File: config.mk
export PLATFORM = sky130hd
export DESIGN_NAME = program_loader
export DESIGN_NICKNAME = d
export VERILOG_FILES = /design/src/rtl/program_loader.sv
export SDC_FILE = /design/constraint.sdc
export NUM_CORES = 1
export LEC_CHECK = 0
export ABC_AREA = 1
export BUFFER_PORTS_ARGS = -buffer_cell sky130_fd_sc_hd__buf_2
export CAP_MARGIN = 20
export CORE_UTILIZATION = 55
export DETAILED_ROUTE_END_ITERATION = 10
export GPL_TIMING_DRIVEN = 1
export PLACE_DENSITY = 0.82
export SYNTH_ARGS = -nofsm -noshare
export SYNTH_HDL_FRONTEND = slang
export SYNTH_SLANG_ARGS = --single-unit
File: constraint.sdc
create_clock -name clk -period 2.8 [get_ports clk]
set_input_delay 0.28 -clock clk [delete_from_list [all_inputs] [get_ports clk]]
set_output_delay 0.28 -clock clk [all_outputs]
set_load 0.02 [all_outputs]
File: src/rtl/program_loader.sv
// rtl/program_loader.sv - framed byte stream to load_program strobes, with processor reset sequencing
// Parses HEADER/count/address/data/checksum frames, writes each word, then releases the processor.
module program_loader #(
    parameter int          HOLD_CYCLES = 2,
    parameter int          RST_CYCLES  = 4,
    parameter logic [7:0]  HEADER      = 8'hA5
) (
    input  logic        clk,
    input  logic        reset,
    input  logic [7:0]  rx_data,
    input  logic        rx_valid,
    output logic        rx_ready,
    output logic [31:0] load_program,
    output logic        cpu_rst_n,
    input  logic        cpu_done,
    output logic        busy,
    output logic        load_ok,
    output logic [1:0]  err_code,
    output logic [11:0] words_loaded
);

    typedef enum logic [3:0] {
        S_IDLE, S_CNT_H, S_CNT_L, S_ADR_H, S_ADR_L, S_DAT_H, S_DAT_L,
        S_WRITE, S_CHK, S_CPU_RST, S_RUN, S_DONE, S_ERR
    } state_t;

    state_t      state_q, state_d;
    logic [15:0] timer_q, timer_d;
    logic [11:0] rem_q, rem_d;
    logic [11:0] addr_q, addr_d;
    logic [7:0]  dat_h_q, dat_h_d;
    logic [7:0]  sum_q, sum_d;
    logic [11:0] words_q, words_d;
    logic [1:0]  err_q, err_d;
    logic [31:0] lp_q, lp_d;

    logic       take;
    logic       restart;
    logic [7:0] sum_add;

    always_ff @(posedge clk) begin
        if (!reset) begin
            state_q <= S_IDLE;
            timer_q <= '0;
            rem_q   <= '0;
            addr_q  <= '0;
            dat_h_q <= '0;
            sum_q   <= '0;
            words_q <= '0;
            err_q   <= '0;
            lp_q    <= '0;
        end else begin
            state_q <= state_d;
            timer_q <= timer_d;
            rem_q   <= rem_d;
            addr_q  <= addr_d;
            dat_h_q <= dat_h_d;
            sum_q   <= sum_d;
            words_q <= words_d;
            err_q   <= err_d;
            lp_q    <= lp_d;
        end
    end

    always_comb begin
        state_d  = state_q;
        timer_d  = timer_q;
        rem_d    = rem_q;
        addr_d   = addr_q;
        dat_h_d  = dat_h_q;
        sum_d    = sum_q;
        words_d  = words_q;
        err_d    = err_q;
        lp_d     = lp_q;
        rx_ready = !(state_q == S_WRITE || state_q == S_CPU_RST);
        take     = rx_valid && rx_ready;
        sum_add  = sum_q + rx_data;
        restart  = take && (rx_data == HEADER) &&
                   (state_q == S_IDLE || state_q == S_RUN || state_q == S_DONE || state_q == S_ERR);

        case (state_q)
            S_CNT_H: if (take) begin
                sum_d = sum_add;
                rem_d = {rx_data[3:0], rem_q[7:0]};
                if (rx_data[7:4] != 4'd0) begin
                    state_d = S_ERR;
                    err_d   = 2'd1;
                end else begin
                    state_d = S_CNT_L;
                end
            end
            S_CNT_L: if (take) begin
                sum_d   = sum_add;
                rem_d   = {rem_q[11:8], rx_data};
                state_d = S_ADR_H;
            end
            S_ADR_H: if (take) begin
                sum_d  = sum_add;
                addr_d = {rx_data[3:0], addr_q[7:0]};
                if (rx_data[7:4] != 4'd0) begin
                    state_d = S_ERR;
                    err_d   = 2'd1;
                end else begin
                    state_d = S_ADR_L;
                end
            end
            S_ADR_L: if (take) begin
                sum_d   = sum_add;
                addr_d  = {addr_q[11:8], rx_data};
                state_d = (rem_q == 12'd0) ? S_CHK : S_DAT_H;
            end
            S_DAT_H: if (take) begin
                sum_d   = sum_add;
                dat_h_d = rx_data;
                state_d = S_DAT_L;
            end
            S_DAT_L: if (take) begin
                sum_d   = sum_add;
                lp_d    = {1'b1, 3'b000, addr_q, dat_h_q, rx_data};
                timer_d = '0;
                state_d = S_WRITE;
            end
            S_WRITE: begin
                // One cycle arms the processor's load path, the remaining cycles write.
                if (timer_q == 16'(HOLD_CYCLES - 1)) begin
                    lp_d[31] = 1'b0;
                    addr_d   = addr_q + 12'd1;
                    words_d  = words_q + 12'd1;
                    rem_d    = rem_q - 12'd1;
                    state_d  = (rem_q == 12'd1) ? S_CHK : S_DAT_H;
                end else begin
                    timer_d = timer_q + 16'd1;
                end
            end
            S_CHK: if (take) begin
                if (sum_add == 8'd0) begin
                    timer_d = '0;
                    state_d = S_CPU_RST;
                end else begin
                    err_d   = 2'd2;
                    state_d = S_ERR;
                end
            end
            S_CPU_RST: begin
                if (timer_q == 16'(RST_CYCLES - 1)) begin
                    state_d = S_RUN;
                end else begin
                    timer_d = timer_q + 16'd1;
                end
            end
            S_RUN: if (cpu_done) state_d = S_DONE;
            S_IDLE, S_DONE, S_ERR: ;
            default: state_d = S_IDLE;
        endcase

        // A header in a resting state aborts whatever ran before and begins a new frame.
        if (restart) begin
            state_d = S_CNT_H;
            sum_d   = '0;
            words_d = '0;
            err_d   = '0;
        end
    end

    assign load_program = lp_q;
    assign cpu_rst_n    = (state_q == S_WRITE) || (state_q == S_RUN) || (state_q == S_DONE);
    assign load_ok      = (state_q == S_RUN) || (state_q == S_DONE);
    assign busy         = !(state_q == S_IDLE || state_q == S_RUN || state_q == S_DONE || state_q == S_ERR);
    assign err_code     = err_q;
    assign words_loaded = words_q;

endmodule

==> run summary <==
DP Wirelength -> 9.979 mm
Tmin final -> 2302 ps
Clock Power Share -> 42.4%
Sink Count -> 103
drt pass-1 iters -> 5
power per cell area -> 426.4 mW/mm^2
Switch Pwr -> 612.8 uW
Slowest-stage cell, CP -> fa_1
max-slew violation count -> 0
WP data arrival -> 2540 ps
synthesized area per cell -> 6.893 um^2
min-delay worst type -> primary input to flip-flop
Final Setup Violations -> 0
Final Hold Viols -> 0
wire length per cell -> 13.46 um
fmax -> 434.4 MHz
DP Worst Slack -> 402.9 ps
worst-skew pair later-pin latency -> 370 ps
Post-synth ARST share -> 0%
CTS tree -> yes
Longest Clk Path Bufs -> 2
Fin Clk Skew -> 9.639 ps
Initial Util -> 57.68%
Post-Syn Instances -> 833
vias in the first global route -> 4955
Peak VDD IR -> 318.4 uV
highest routed layer -> met4
Post-CTS Setup Bufs -> 0
Die Y -> 104.2 um
I/O pin cnt -> 62
unrepaired setup endpoints after global routing -> false
CTS buffer count -> 9
CTS root buffer -> clkbuf_8
final wirelength -> 13.81 mm
Via density -> 5.421
EDFF count, synth -> 0
most used cell, CP -> nand2_1
Final WS setup -> 497.8 ps
# hold bufs at CTS -> 0
Multi-input gate area -> 0.003137 mm^2
# nets final -> 914
drt drc -> 0
GR Overflow Total -> 0
Yosys reg bits -> 103
Worst-path clk slew -> 100 ps
DR vias -> 5562
critical path class -> flip-flop to flip-flop
setup TNS -> 0 ps
Final GP Congestion -> 0.9606
largest area contributor in the netlist -> dfxtp_1
initial antenna violation count -> 0
P&R area growth vs syn -> 11.40%
ant diodes -> 0
post-synth top area share -> 35.91%
final critical-path share of the clock period -> 82.22%
Slew headroom -> 64.70%
die area -> 0.01085 mm^2
Core Footprint -> 0.009955 mm^2
top post-synthesis cells by count -> nand2_1 (138), dfxtp_1 (103), nor2_1 (99), inv_1 (96), o21ai_0 (88)
Seq/Total Area, Yosys -> 35.91%
count leader, synth -> nand2_1
DR iter-0 viols -> 446
leakage -> 0.002880 uW
Critical Path End Type -> flip-flop
Register Area -> 0.002062 mm^2
crit path launch type -> flip-flop
Worst EP required -> 3040 ps
Critical Path Fanout Max -> 5
M1 WL -> 6.564 mm
ratio of cells with drive above 1 in the final layout -> 16.13%
pin count of the biggest net entering global routing -> 53
Comb pwr share -> 3.9%
H-tree depth -> 3
Rows -> 36
top post-synthesis cells by area -> dfxtp_1 (36%), nand2_1 (9.0%), o21ai_0 (7.7%), a21oi_1 (6.6%), nor2_1 (6.5%)
first-pass GRT wire length -> 23.61 mm
Max Cap Viol -> 0
Worst path max stage delay -> 440 ps
Cell Area, Synth -> 0.005742 mm^2
CTS resizes -> 0
Worst-Margin Slew -> 525.4 ps
Seq pwr share -> 53.7%
number of fill cells in the layout -> 922
Pint -> 2115 uW
Met3 Routed Length -> 1.019 mm
IO Port Bufs -> 58
ys flop type -> dfxtp_1
Die Width -> 104.2 um
worst path cell trace -> ha_1 > fa_1 > or2_2 > nor2_1 > nand3_1 > nor2_1 > nand2_1 > nand2_1 > buf_4 > nand2_1 > nand2_1 > a21oi_1
Yosys cell types -> 45
Synth Warn # -> 0
Global Route Usage Sum -> 26.27%
Routed Antenna Nets -> 0
DR WL met2 -> 6.047 mm
Net Sw Frac -> 22.47%
status -> complete, no violations
routing by layer:
layer  GRT usage (%)  vias to the layer above
li1                -                     2860
met1           37.50                     2471
met2           41.33                      210
met3           3.634                       21
met4           7.245                        0
met5               0                        -
power by group through the flow:
stage / Combinational (uW) / Sequential, uW / Clock, uW
finish: 105 / 1460 / 1160
global route: 115 / 1460 / 1230
CTS: 104 / 1460 / 1180
detailed placement: 104 / 1500 / 0
global placement: 104 / 1500 / 0
floorplan: 67.0 / 1500 / 0
layout by cell type (no fill, tap or decap), drive strengths merged, types with 10 or more instances in the layout:
master / count
nor2: 107
dfxtp: 103
clkbuf: 10
a31oi: 11
inv: 111
ha: 13
o21ai: 89
a21oi: 86
nand3: 61
nand2: 158
buf: 66
cell type report:
class	count	area share, %
clock buffer	10	2.152
clock inverter	6	1.800
inverter	110	6.495
multi-input combinational	598	49.04
sequential	103	32.24
tap	133	2.602
timing repair buffer	66	5.673
state kept, by name (all words and copies together) (netlist names):
name	cells
sum_q	8
words_loaded	12
err_code	2
load_program	29
timer_q	16
addr_q	12
dat_h_q	8
state_q	4
rem_q	12
worst paths after layout:
check	to	cells past startpoint	slack, ps	from
setup / recovery	state_q[2]$_SDFFE_PP0P_	12	500	sum_q[0]$_SDFFE_PP0P_
hold / removal	addr_q[9]$_SDFFE_PN0P_	3	220	reset
setup reg to reg	state_q[2]$_SDFFE_PP0P_	12	500	sum_q[0]$_SDFFE_PP0P_
hold reg to reg	load_program[31]$_SDFFE_PN0P_	2	470	load_program[31]$_SDFFE_PN0P_
stage by stage:
stage | utilization, % | power (uW) | hold slack, ps | std cells | instance area (um^2)
global route | 64.25 | 2807 | 235.6 | 1026 | 6396
global placement | 61.71 | 1602 | 449.7 | 1010 | 6143
finish | 64.25 | 2727 | 221.9 | 1026 | 6396
detailed placement | 61.71 | 1602 | 460.6 | 1010 | 6143
floorplan | - | 1565 | 439.3 | 835 | 5749
CTS | 64.25 | 2745 | 217.7 | 1026 | 6396
cell families (layout without fill, tap and decap cells):
group                      count (synthesis)  after routing  synth area share [%]
buffers and inverters                    134            192                 9.588
xor gates and xnor gates                  12             12                 1.830
other                                      1              3               0.06531
DFF                                      103            103                 35.91
and+or+nand+nor                          358            358                 28.92
adders and majority gates                 14             14                 3.182
AOI/OAI and AO/OA                        211            211                 20.51
worst max-delay path, delay by kind of cell (launching register included):
family | cells | cell delay (ps)
buffers and inverters | 1 | 160
AND/OR/NAND/NOR | 8 | 960
flip-flops | 1 | 330
AO/OA/AOI/OAI | 1 | 70
adder cells (fa/ha/maj) | 2 | 660
Power figures use the tool's default switching activity.
